## config.mk

```make
export PLATFORM = sky130hd
export DESIGN_NAME = uart_rx_seq_detect_flat
export DESIGN_NICKNAME = d
export VERILOG_FILES = /design/src/rtl/uart_rx_seq_detect_pkg.sv /design/src/rtl/uart_rx_seq_detect_if.sv /design/src/rtl/uart_rx_core.sv /design/src/rtl/uart_rx_seq_detect.sv /design/src/flat_wrapper.sv
export SDC_FILE = /design/constraint.sdc
export NUM_CORES = 1
export LEC_CHECK = 0
export CORE_UTILIZATION = 58
export DETAILED_ROUTE_END_ITERATION = 16
export GPL_ROUTABILITY_DRIVEN = 0
export PLACE_DENSITY = 0.86
export SLEW_MARGIN = 20
export SYNTH_ARGS = -nofsm -noshare
export SYNTH_HDL_FRONTEND = slang
export SYNTH_SLANG_ARGS = --single-unit
```

## constraint.sdc

```tcl
create_clock -name clk_i -period 2.1 [get_ports clk_i]
set_input_delay 0.21 -clock clk_i [delete_from_list [all_inputs] [get_ports clk_i]]
set_output_delay 0.21 -clock clk_i [all_outputs]
set_load 0.01 [all_outputs]
```

## src/rtl/uart_rx_seq_detect_pkg.sv

```systemverilog
// Shared types and constants for the UART receiver with sequence detection.
package uart_rx_seq_detect_pkg;

  localparam int unsigned DataBits = 8;

  // Receiver FSM states
  typedef enum logic [2:0] {
    StIdle,
    StStart,
    StData,
    StStop,
    StBreak
  } rx_state_e;

endpackage

```

## src/rtl/uart_rx_seq_detect_if.sv

```systemverilog
// Serial input and receive-side result signals of the UART sequence detector.
interface uart_rx_seq_detect_if;
  import uart_rx_seq_detect_pkg::*;

  logic                in;
  logic [DataBits-1:0] rx_data;
  logic                rx_valid;
  logic                frame_err;
  logic                equal;

  // Line driver / result consumer side
  modport master (output in, input rx_data, rx_valid, frame_err, equal);
  // Receiver side
  modport slave (input in, output rx_data, rx_valid, frame_err, equal);
endinterface

```

## src/rtl/uart_rx_core.sv

```systemverilog
// 8N1 UART deframer: 2-flop synchroniser, oversampled bit timing FSM, data shifter.
module uart_rx_core
  import uart_rx_seq_detect_pkg::*;
#(
  parameter int unsigned ClksPerBit = 16
) (
  input  logic                clk_i,
  input  logic                rst_ni,
  input  logic                rx_i,
  output logic [DataBits-1:0] rx_data_o,
  output logic                rx_valid_o,
  output logic                frame_err_o
);

  localparam int unsigned CntW = $clog2(ClksPerBit);
  localparam int unsigned IdxW = $clog2(DataBits);
  localparam logic [CntW-1:0] MidCnt  = CntW'(ClksPerBit / 2 - 1);
  localparam logic [CntW-1:0] LastCnt = CntW'(ClksPerBit - 1);
  localparam logic [IdxW-1:0] LastIdx = IdxW'(DataBits - 1);

  logic [1:0]          sync_q;
  logic                sync_in;
  rx_state_e           state_q, state_d;
  logic [CntW-1:0]     cnt_q, cnt_d;
  logic [IdxW-1:0]     idx_q, idx_d;
  logic [DataBits-1:0] shift_q, shift_d;
  logic [DataBits-1:0] data_q, data_d;
  logic                valid_q, valid_d;
  logic                err_q, err_d;

  assign sync_in = sync_q[1];

  // State register, synchroniser and datapath registers
  always_ff @(posedge clk_i or negedge rst_ni) begin
    if (!rst_ni) begin
      sync_q  <= 2'b11;  // preset so an idle line is not seen as a start bit
      state_q <= StIdle;
      cnt_q   <= '0;
      idx_q   <= '0;
      shift_q <= '0;
      data_q  <= '0;
      valid_q <= 1'b0;
      err_q   <= 1'b0;
    end else begin
      sync_q  <= {sync_q[0], rx_i};
      state_q <= state_d;
      cnt_q   <= cnt_d;
      idx_q   <= idx_d;
      shift_q <= shift_d;
      data_q  <= data_d;
      valid_q <= valid_d;
      err_q   <= err_d;
    end
  end

  // Next-state logic: bit timing, bit index and data capture
  always_comb begin
    state_d = state_q;
    cnt_d   = cnt_q + 1'b1;
    idx_d   = idx_q;
    shift_d = shift_q;
    unique case (state_q)
      StIdle: begin
        cnt_d = '0;
        if (!sync_in) state_d = StStart;
      end
      StStart: begin
        if (cnt_q == MidCnt) begin
          cnt_d   = '0;
          idx_d   = '0;
          state_d = sync_in ? StIdle : StData;
        end
      end
      StData: begin
        // Full bit period after the start mid-point lands on each data mid-point
        if (cnt_q == LastCnt) begin
          cnt_d          = '0;
          shift_d[idx_q] = sync_in;
          idx_d          = idx_q + 1'b1;
          if (idx_q == LastIdx) state_d = StStop;
        end
      end
      StStop: begin
        if (cnt_q == LastCnt) begin
          cnt_d   = '0;
          state_d = sync_in ? StIdle : StBreak;
        end
      end
      StBreak: begin
        // A held-low line must return high before a new start is accepted
        cnt_d = '0;
        if (sync_in) state_d = StIdle;
      end
      default: state_d = StIdle;
    endcase
  end

  // Output logic: one-cycle result pulses decided at the stop-bit mid-point
  always_comb begin
    valid_d = 1'b0;
    err_d   = 1'b0;
    data_d  = data_q;
    if (state_q == StStop && cnt_q == LastCnt) begin
      if (sync_in) begin
        valid_d = 1'b1;
        data_d  = shift_q;
      end else begin
        err_d = 1'b1;
      end
    end
  end

  assign rx_data_o   = data_q;
  assign rx_valid_o  = valid_q;
  assign frame_err_o = err_q;

endmodule

```

## src/rtl/uart_rx_seq_detect.sv

```systemverilog
// UART receiver with a sticky flag for the last SeqLen bytes matching MatchSeq.
module uart_rx_seq_detect
  import uart_rx_seq_detect_pkg::*;
#(
  parameter int unsigned                  ClksPerBit = 16,
  parameter int unsigned                  SeqLen     = 3,
  parameter logic [DataBits*SeqLen-1:0]   MatchSeq   = 24'h393634
) (
  input logic                  clk_i,
  input logic                  rst_ni,
  uart_rx_seq_detect_if.slave  bus_io
);

  localparam int unsigned HistW = DataBits * SeqLen;
  localparam int unsigned FillW = $clog2(SeqLen + 1);

  logic [DataBits-1:0] rx_data;
  logic                rx_valid;
  logic                frame_err;
  logic [HistW-1:0]    hist_q, hist_d, hist_shift;
  logic [FillW-1:0]    fill_q, fill_d;
  logic                equal_q, equal_d;

  uart_rx_core #(
    .ClksPerBit (ClksPerBit)
  ) u_core (
    .clk_i       (clk_i),
    .rst_ni      (rst_ni),
    .rx_i        (bus_io.in),
    .rx_data_o   (rx_data),
    .rx_valid_o  (rx_valid),
    .frame_err_o (frame_err)
  );

  // Oldest byte falls off the top, newest enters the bottom
  assign hist_shift = HistW'({hist_q, rx_data});

  // History, fill count and sticky match registers
  always_ff @(posedge clk_i or negedge rst_ni) begin
    if (!rst_ni) begin
      hist_q  <= '0;
      fill_q  <= '0;
      equal_q <= 1'b0;
    end else begin
      hist_q  <= hist_d;
      fill_q  <= fill_d;
      equal_q <= equal_d;
    end
  end

  // Update history on each good byte; match only once the window is full
  always_comb begin
    hist_d  = hist_q;
    fill_d  = fill_q;
    equal_d = equal_q;
    if (rx_valid) begin
      hist_d = hist_shift;
      if (fill_q != FillW'(SeqLen)) fill_d = fill_q + 1'b1;
      if (fill_q >= FillW'(SeqLen - 1) && hist_shift == MatchSeq) equal_d = 1'b1;
    end
  end

  assign bus_io.rx_data   = rx_data;
  assign bus_io.rx_valid  = rx_valid;
  assign bus_io.frame_err = frame_err;
  assign bus_io.equal     = equal_q;

endmodule
```

## src/flat_wrapper.sv

```systemverilog
// flat-port wrapper written by rule: the top's interface ports become plain ports
module uart_rx_seq_detect_flat import uart_rx_seq_detect_pkg::*;
#(
  parameter int unsigned                  ClksPerBit = 16,
  parameter int unsigned                  SeqLen     = 3,
  parameter logic [DataBits*SeqLen-1:0]   MatchSeq   = 24'h393634
)
  (clk_i, rst_ni, bus_io_in, bus_io_rx_data, bus_io_rx_valid, bus_io_frame_err, bus_io_equal);
  uart_rx_seq_detect_if bus_io_i ();
  input logic clk_i;
  input logic rst_ni;
  input wire logic [$bits(bus_io_i.in)-1:0] bus_io_in;
  output wire logic [$bits(bus_io_i.rx_data)-1:0] bus_io_rx_data;
  output wire logic [$bits(bus_io_i.rx_valid)-1:0] bus_io_rx_valid;
  output wire logic [$bits(bus_io_i.frame_err)-1:0] bus_io_frame_err;
  output wire logic [$bits(bus_io_i.equal)-1:0] bus_io_equal;
  assign bus_io_i.in = bus_io_in;
  assign bus_io_rx_data = bus_io_i.rx_data;
  assign bus_io_rx_valid = bus_io_i.rx_valid;
  assign bus_io_frame_err = bus_io_i.frame_err;
  assign bus_io_equal = bus_io_i.equal;
  uart_rx_seq_detect #(.ClksPerBit(ClksPerBit), .SeqLen(SeqLen), .MatchSeq(MatchSeq)) u_core (.clk_i(clk_i), .rst_ni(rst_ni), .bus_io(bus_io_i));
endmodule
```

==> impl_results.md, run 1 <==
- Die height: 63.1 um
- Skew-Pair Late Insertion Delay: 0.30 ns
- Max VDD drop: 0.722 mV
- Hold Crit Class: in2reg
- Cell Rows: 21
- Core area: 3470 um^2
- Dpl ws: 0.233 ns
- Max-slew headroom: slightly above 60%
- Worst Clk Skew: 0.00604 ns
- Placed instance area: 2310 um^2
- Status: finished clean
- Post-route setup TNS: 0 ns
- Total gr overflow: 0
- DR vias/cell: 5.71
- First-pass GRT wire length: 6540 um
- Vias in the first global route: 1,371
- CTS Root Cell: clkbuf_8
- Share of cells above drive strength 1: 25.8%
- Antenna violations before repair: 0
- Chip width: 63.1 um
- RSZ-0062 raised after global routing: false
- Final Max Tran Viols: 0
- Worst-Margin Slew: 0.579 ns
- DRT iter0 DRCs: 58
- Synth Cell Area: around 2200 um^2
- Routed WL per cell: between 15 and 20 um
- Total power: 0.00205 W
- Yosys cell types: 39
- WL final: 3650 um
- Power Dens Cells: 852 nW/um^2
- Clock sink count: 49
- Area Growth Syn to Fin: 11.0%
- Crit path DAT: between 2 and 2.5 ns
- Yosys top cell area share: between 50% and 60%
- Final setup viols: 0
- Placed wire-length estimate: 2680 um
- Drt pass-1 iters: 4
- Clock transition at path regs: 0.08 ns
- Diodes inserted: 0
- Initial Util: 62.4%
- Final Instance Area: 2400 um^2
- Fmax: 0.535 GHz
- Die area: ~4000 um^2
- Final Hold Vio Count: 0
- Max-Cap Viols: 0
- Vias post-DR: 1,301
- TritonCTS clock tree: built
- Synth Warn #: 0
- Post-synth top area cell: dfrtp_1
- Post-CTS resize count: 0
- Pleak: 1.13 nW
- Largest net degree at the start of global routing: 28
- Setup CP Type: reg2reg
- Top cells by area, synth: dfrtp_1 (54%), mux2_2 (17%), ha_1 (2.9%)
- Nets: 189
- H-tree depth: 2
- IO Pins: 14
- Final min period: 1.87 ns
- Deepest clock path buffer count: 2
- Fin worst setup slack: 0.229 ns
- Mean Syn Cell Area: approximately 13 um^2
- I/O Buffers: 13
- Post-Synthesis Cells: 167
- Total CTS buffers: 5
- CP Max Fanout: 9
- Kind of start point of the critical path: register
- Detail Route Antenna Nets: 0
- Syn nets: 175
- CP required: 2.29 ns
- Flops & latches, synth: 49
- Total Routing Usage GR: between 20% and 30%
- Worst Setup End Kind: register
- Tcrit/Tclk final: 89.1%
- Register area share after synthesis: 56.7%
- DRC: 0
==> metrics by stage <==
stage	hold slack (ns)	utilization [%]	cells
after detailed placement	0.237	66.5	219
after global placement	0.220	66.5	219
after floorplan	-0.0856	-	167
final	0.305	69.3	228
after global routing	0.326	69.3	228
after CTS	0.298	69.3	228
==> report_power, final <==
part	total, W	switching [W]	internal [W]
clock network	0.000540	0.000305	0.000235
logic	0.000323	0.000168	0.000155
registers	0.00119	0.000152	0.00103
total	0.00205	0.000625	0.00142
==> layout by cell type (no fill, tap or decap), types with 2 or more instances in the layout <==
cell type        count
a21oi_1              2
and4b_1              2
buf_4                3
clkbuf_8             5
clkdlybuf4s50_1     12
clkinvlp_4           2
dfrtp_1             47
dfstp_2              2
ha_1                 5
inv_1                8
mux2_2              32
mux2i_1              3
nand2_1              5
nand2b_1             2
nand3_1              3
nand3b_1             3
nand4_1              7
nor2_1               7
nor2b_1              3
nor3_1               3
nor3b_1              2
nor4_1               2
xnor2_1              2
xor2_1               2
==> Yosys cell counts (all sizes together) <==
cell,n
a211oi,1
a21o,1
a21oi,2
a41oi,1
and3b,2
and4,1
and4b,2
buf,9
clkbuf,1
dfrtp,47
dfstp,2
ha,5
inv,8
mux2,32
mux2i,3
nand2,5
nand2b,2
nand3,3
nand3b,3
nand4,7
nand4b,1
nor2,7
nor2b,3
nor3,3
nor3b,2
nor4,2
nor4b,1
nor4bb,1
o2111ai,1
o21ai,2
o22ai,1
o41ai,1
or4b,1
xnor2,2
xor2,2
==> cell families after synthesis <==
| group | Yosys count | synth area share [%] |
|---|---|---|
| AOI/OAI and AO/OA | 10 | 3.12 |
| xor gates and xnor gates | 4 | 1.62 |
| and+or+nand+nor | 46 | 13.3 |
| muxes | 35 | 18.0 |
| buffers and inverters | 18 | 4.33 |
| adders and majority gates | 5 | 2.89 |
| DFF | 49 | 56.7 |
==> state kept, by name, summed over array words and instances (netlist names) <==
register,flops
u_core.u_core.sync_q,2
u_core.hist_q,16
u_core.u_core.state_q,3
u_core.u_core.rx_valid_o,1
u_core.u_core.cnt_q,4
u_core.u_core.rx_data_o,8
u_core.u_core.frame_err_o,1
u_core.u_core.idx_q,3
u_core.u_core.shift_q,8
u_core.bus_io.equal,1
u_core.fill_q,2
==> critical path, stage by stage (launching register included) <==
cell and delay [ns]:
dfrtp_1 0.38, ha_1 0.30, and4_4 0.26, and4b_1 0.43, mux2_2 0.38
==> final timing paths <==
| kind | slack (ns) | end | depth (start not counted) | start |
|---|---|---|---|---|
| worst max-delay path | 0.23 | u_core.u_core.rx_data_o[2] | 4 | u_core.u_core.cnt_q[0] |
| worst min-delay path | 0.31 | u_core.u_core.sync_q[0] | 1 | bus_io_in |
| worst max register to register | 0.23 | u_core.u_core.rx_data_o[2] | 4 | u_core.u_core.cnt_q[0] |
| worst min register to register | 0.36 | u_core.u_core.sync_q[1] | 0 | u_core.u_core.sync_q[0] |
| max in group asynchronous | 1.01 | u_core.u_core.sync_q[1] | 3 | rst_ni |
| min in group asynchronous | 0.43 | u_core.hist_q[5] | 2 | rst_ni |
==> cell type report <==
| cell class | count | area [um^2] |
|---|---|---|
| Sequential cell | 49 | 1230 |
| Fill cell | 266 | 1060 |
| Multi-Input combinational cell | 100 | 843 |
| Timing Repair Buffer | 17 | 158 |
| Clock buffer | 6 | 72.6 |
| Tap cell | 46 | 57.6 |
| Inverter | 8 | 30.0 |
| Clock inverter | 2 | 15.0 |
==> timing repair <==
action | in CTS | in global routing
hold buffers | 1 | 0
endpoints found under the hold margin | 25 | 0
setup buffers | 0 | 0
==> per-layer routing <==
metal | global-route usage, % | share of wire, % | routed length [um]
met1 | 27.4 | 44 | 1620
met5 | 0 | 0 | 0
met4 | 7.27 | 1.2 | 43
met2 | 37.2 | 52 | 1890
met3 | 5.62 | 2.6 | 95
Note: power is estimated with default switching activity, not from simulation.
==> run 2, diff against run 1 <==
--- a/config.mk
+++ b/config.mk
@@ -5,10 +5,10 @@
 export SDC_FILE = /design/constraint.sdc
 export NUM_CORES = 1
 export LEC_CHECK = 0
-export CORE_UTILIZATION = 58
+export CORE_UTILIZATION = 39
 export DETAILED_ROUTE_END_ITERATION = 16
 export GPL_ROUTABILITY_DRIVEN = 0
-export PLACE_DENSITY = 0.86
+export PLACE_DENSITY = 0.64
 export SLEW_MARGIN = 20
 export SYNTH_ARGS = -nofsm -noshare
 export SYNTH_HDL_FRONTEND = slang
==> impl_results.md, run 2 (synthesis gave the netlist of run 1 again) <==
- H-tree depth: 2
- Tcrit/Tclk final: around 92%
- Clock sink count: 49
- Routed WL per cell: 14.8 um
- Die height: about 77 um
- Diodes inserted: 0
- Antenna violations before repair: 0
- Nets: 187
- Final setup viols: 0
- CP Max Fanout: 9
- Area Growth Syn to Fin: 11.9%
- Final min period: about 1.9 ns
- Status: finished clean
- Setup CP Type: reg2reg
- Drt pass-1 iters: 4
- Hold Crit Class: in2async
- Final Instance Area: 2420 um^2
- Placed instance area: 2330 um^2
- TritonCTS clock tree: built
- Max-Cap Viols: 0
- Worst Setup End Kind: register
- Kind of start point of the critical path: register
- Most common cell after layout, fill and taps aside: dfrtp_1
- CTS Root Cell: clkbuf_8
- Final Max Tran Viols: 0
- Detail Route Antenna Nets: 0
- Reg-to-reg setup timing slack: 0.18 ns
- Number of cells on the critical path: 4
- Total CTS buffers: 5
- IO Pins: 14
- CP endpoint: u_core.u_core.rx_data_o[1]
- Placed wire-length estimate: approximately 2600 um
- Largest reg by FF count: u_core.hist_q
- Core area: 5240 um^2
- DRC: 0
- Reg2Reg Depth: 4
- Total gr overflow: 0
- DRT iter0 DRCs: 37
- Share of cells above drive strength 1: about a quarter
- Worst path top cell family by delay: simple AND/OR/NAND/NOR gates
- Deepest clock path buffer count: 2
- Worst flop-to-flop path startpoint: u_core.u_core.cnt_q[0]
- Max VDD drop: 0.261 mV
- DR vias/cell: 5.11
- Vias in the first global route: 1,340
- Post-CTS resize count: 0
- Worst Clk Skew: 0.0116 ns
- Cell Chain, Critical Path: ha_1, and4_4, and4b_1, mux2_2
- Skew-Pair Late Insertion Delay: ~0.3 ns
- Die area: 5860 um^2
- Buf+Inv Stages, Crit Path: 0
- RSZ-0062 raised after global routing: false
- Pleak: 1.13 nW
- Chip width: about 77 um
- Most frequent cells in the layout: dfrtp_1 (47), mux2_2 (32), clkdlybuf4s50_1 (12)
- WL final: 3700 um
- Clock transition at path regs: ~0.090 ns
- Largest register FFs: 16
- Post-route setup TNS: 0 ns
- Power Dens Cells: 853 nW/um^2
- Worst-Margin Slew: 0.603 ns
- Total Routing Usage GR: 14.6%
- Fmax: 0.520 GHz
- Max-slew headroom: 59.8%
- CP required: 2.29 ns
- Worst Setup SP: u_core.u_core.cnt_q[0]
- Critical Path Max Stage Delay: between 0.4 and 0.5 ns
- Final Hold Vio Count: 0
- Cts-stage hold buffer count: 0
- Vias post-DR: ~1.3k
- Largest net degree at the start of global routing: 50
- Post-CTS Setup Repair Bufs: 0
- Crit path DAT: between 2 and 2.5 ns
- Initial Util: between 40 and 50%
- First-pass GRT wire length: 6670 um
- Reg2reg end: u_core.u_core.rx_data_o[1]
- Slowest-stage cell, CP: and4b_1
- I/O Buffers: 13
- Cell Rows: 26
## run 2: cell types whose count changed in the layout (fill, tap and decap cells not counted), sizes merged
cell	previous run	this run
buf	4	3
clkbuf	6	5
clkinv	0	1
clkinvlp	2	1
dlygate4sd3	1	0
inv	8	9
## run 2: final cells by class
cell class	instances	area, um^2
inverters	8	30.0
multi-input cells	100	843
clock buffers	5	68.8
well taps	70	87.6
repair buffers	15	140
clock inverters	3	25.0
fillers	480	2810
flip-flops and latches	49	1230
## run 2: metal layers
layer | global-route usage (%) | share of wire (%) | up-vias
li1 | - | - | 620
met1 | 18.8 | 48 | 636
met2 | 23.8 | 48 | 16
met3 | 2.99 | 2.1 | 6
met4 | 6.35 | 1.9 | 0
met5 | 0 | 0 | -
## run 2: worst min-delay path by stage
| stage | endpoint | cells after the start |
|---|---|---|
| 6_report | u_core.fill_q[0] | 2 |
| 5_1_grt | u_core.u_core.state_q[0] | 2 |
| 4_1_cts | u_core.hist_q[2] | 2 |
| 3_5_place_dp | u_core.fill_q[1] | 2 |
| 3_3_place_gp | u_core.u_core.frame_err_o | 2 |
| 2_1_floorplan | u_core.bus_io.equal | 0 |
## run 2: power by group
part | internal, W | total (W) | switching, W
Sequential | 0.00103 | 0.00118 | 0.000148
Clock | 0.000241 | 0.000562 | 0.000322
Combinational | 0.000154 | 0.000324 | 0.000170
Total | 0.00143 | 0.00207 | 0.000639
## run 2: metrics by stage
step	std cells	hold WS [ns]	worst slack (ns)	power [W]	util [%]
final	250	0.00158	0.178	0.00207	46.3
after global routing	250	0.0494	0.0668	0.00220	46.3
after CTS	250	0.00844	0.177	0.00209	46.3
after detailed placement	242	0.342	0.185	0.00153	44.5
after global placement	242	0.331	0.291	0.00149	44.5
after floorplan	167	-0.0856	0.480	0.00146	-
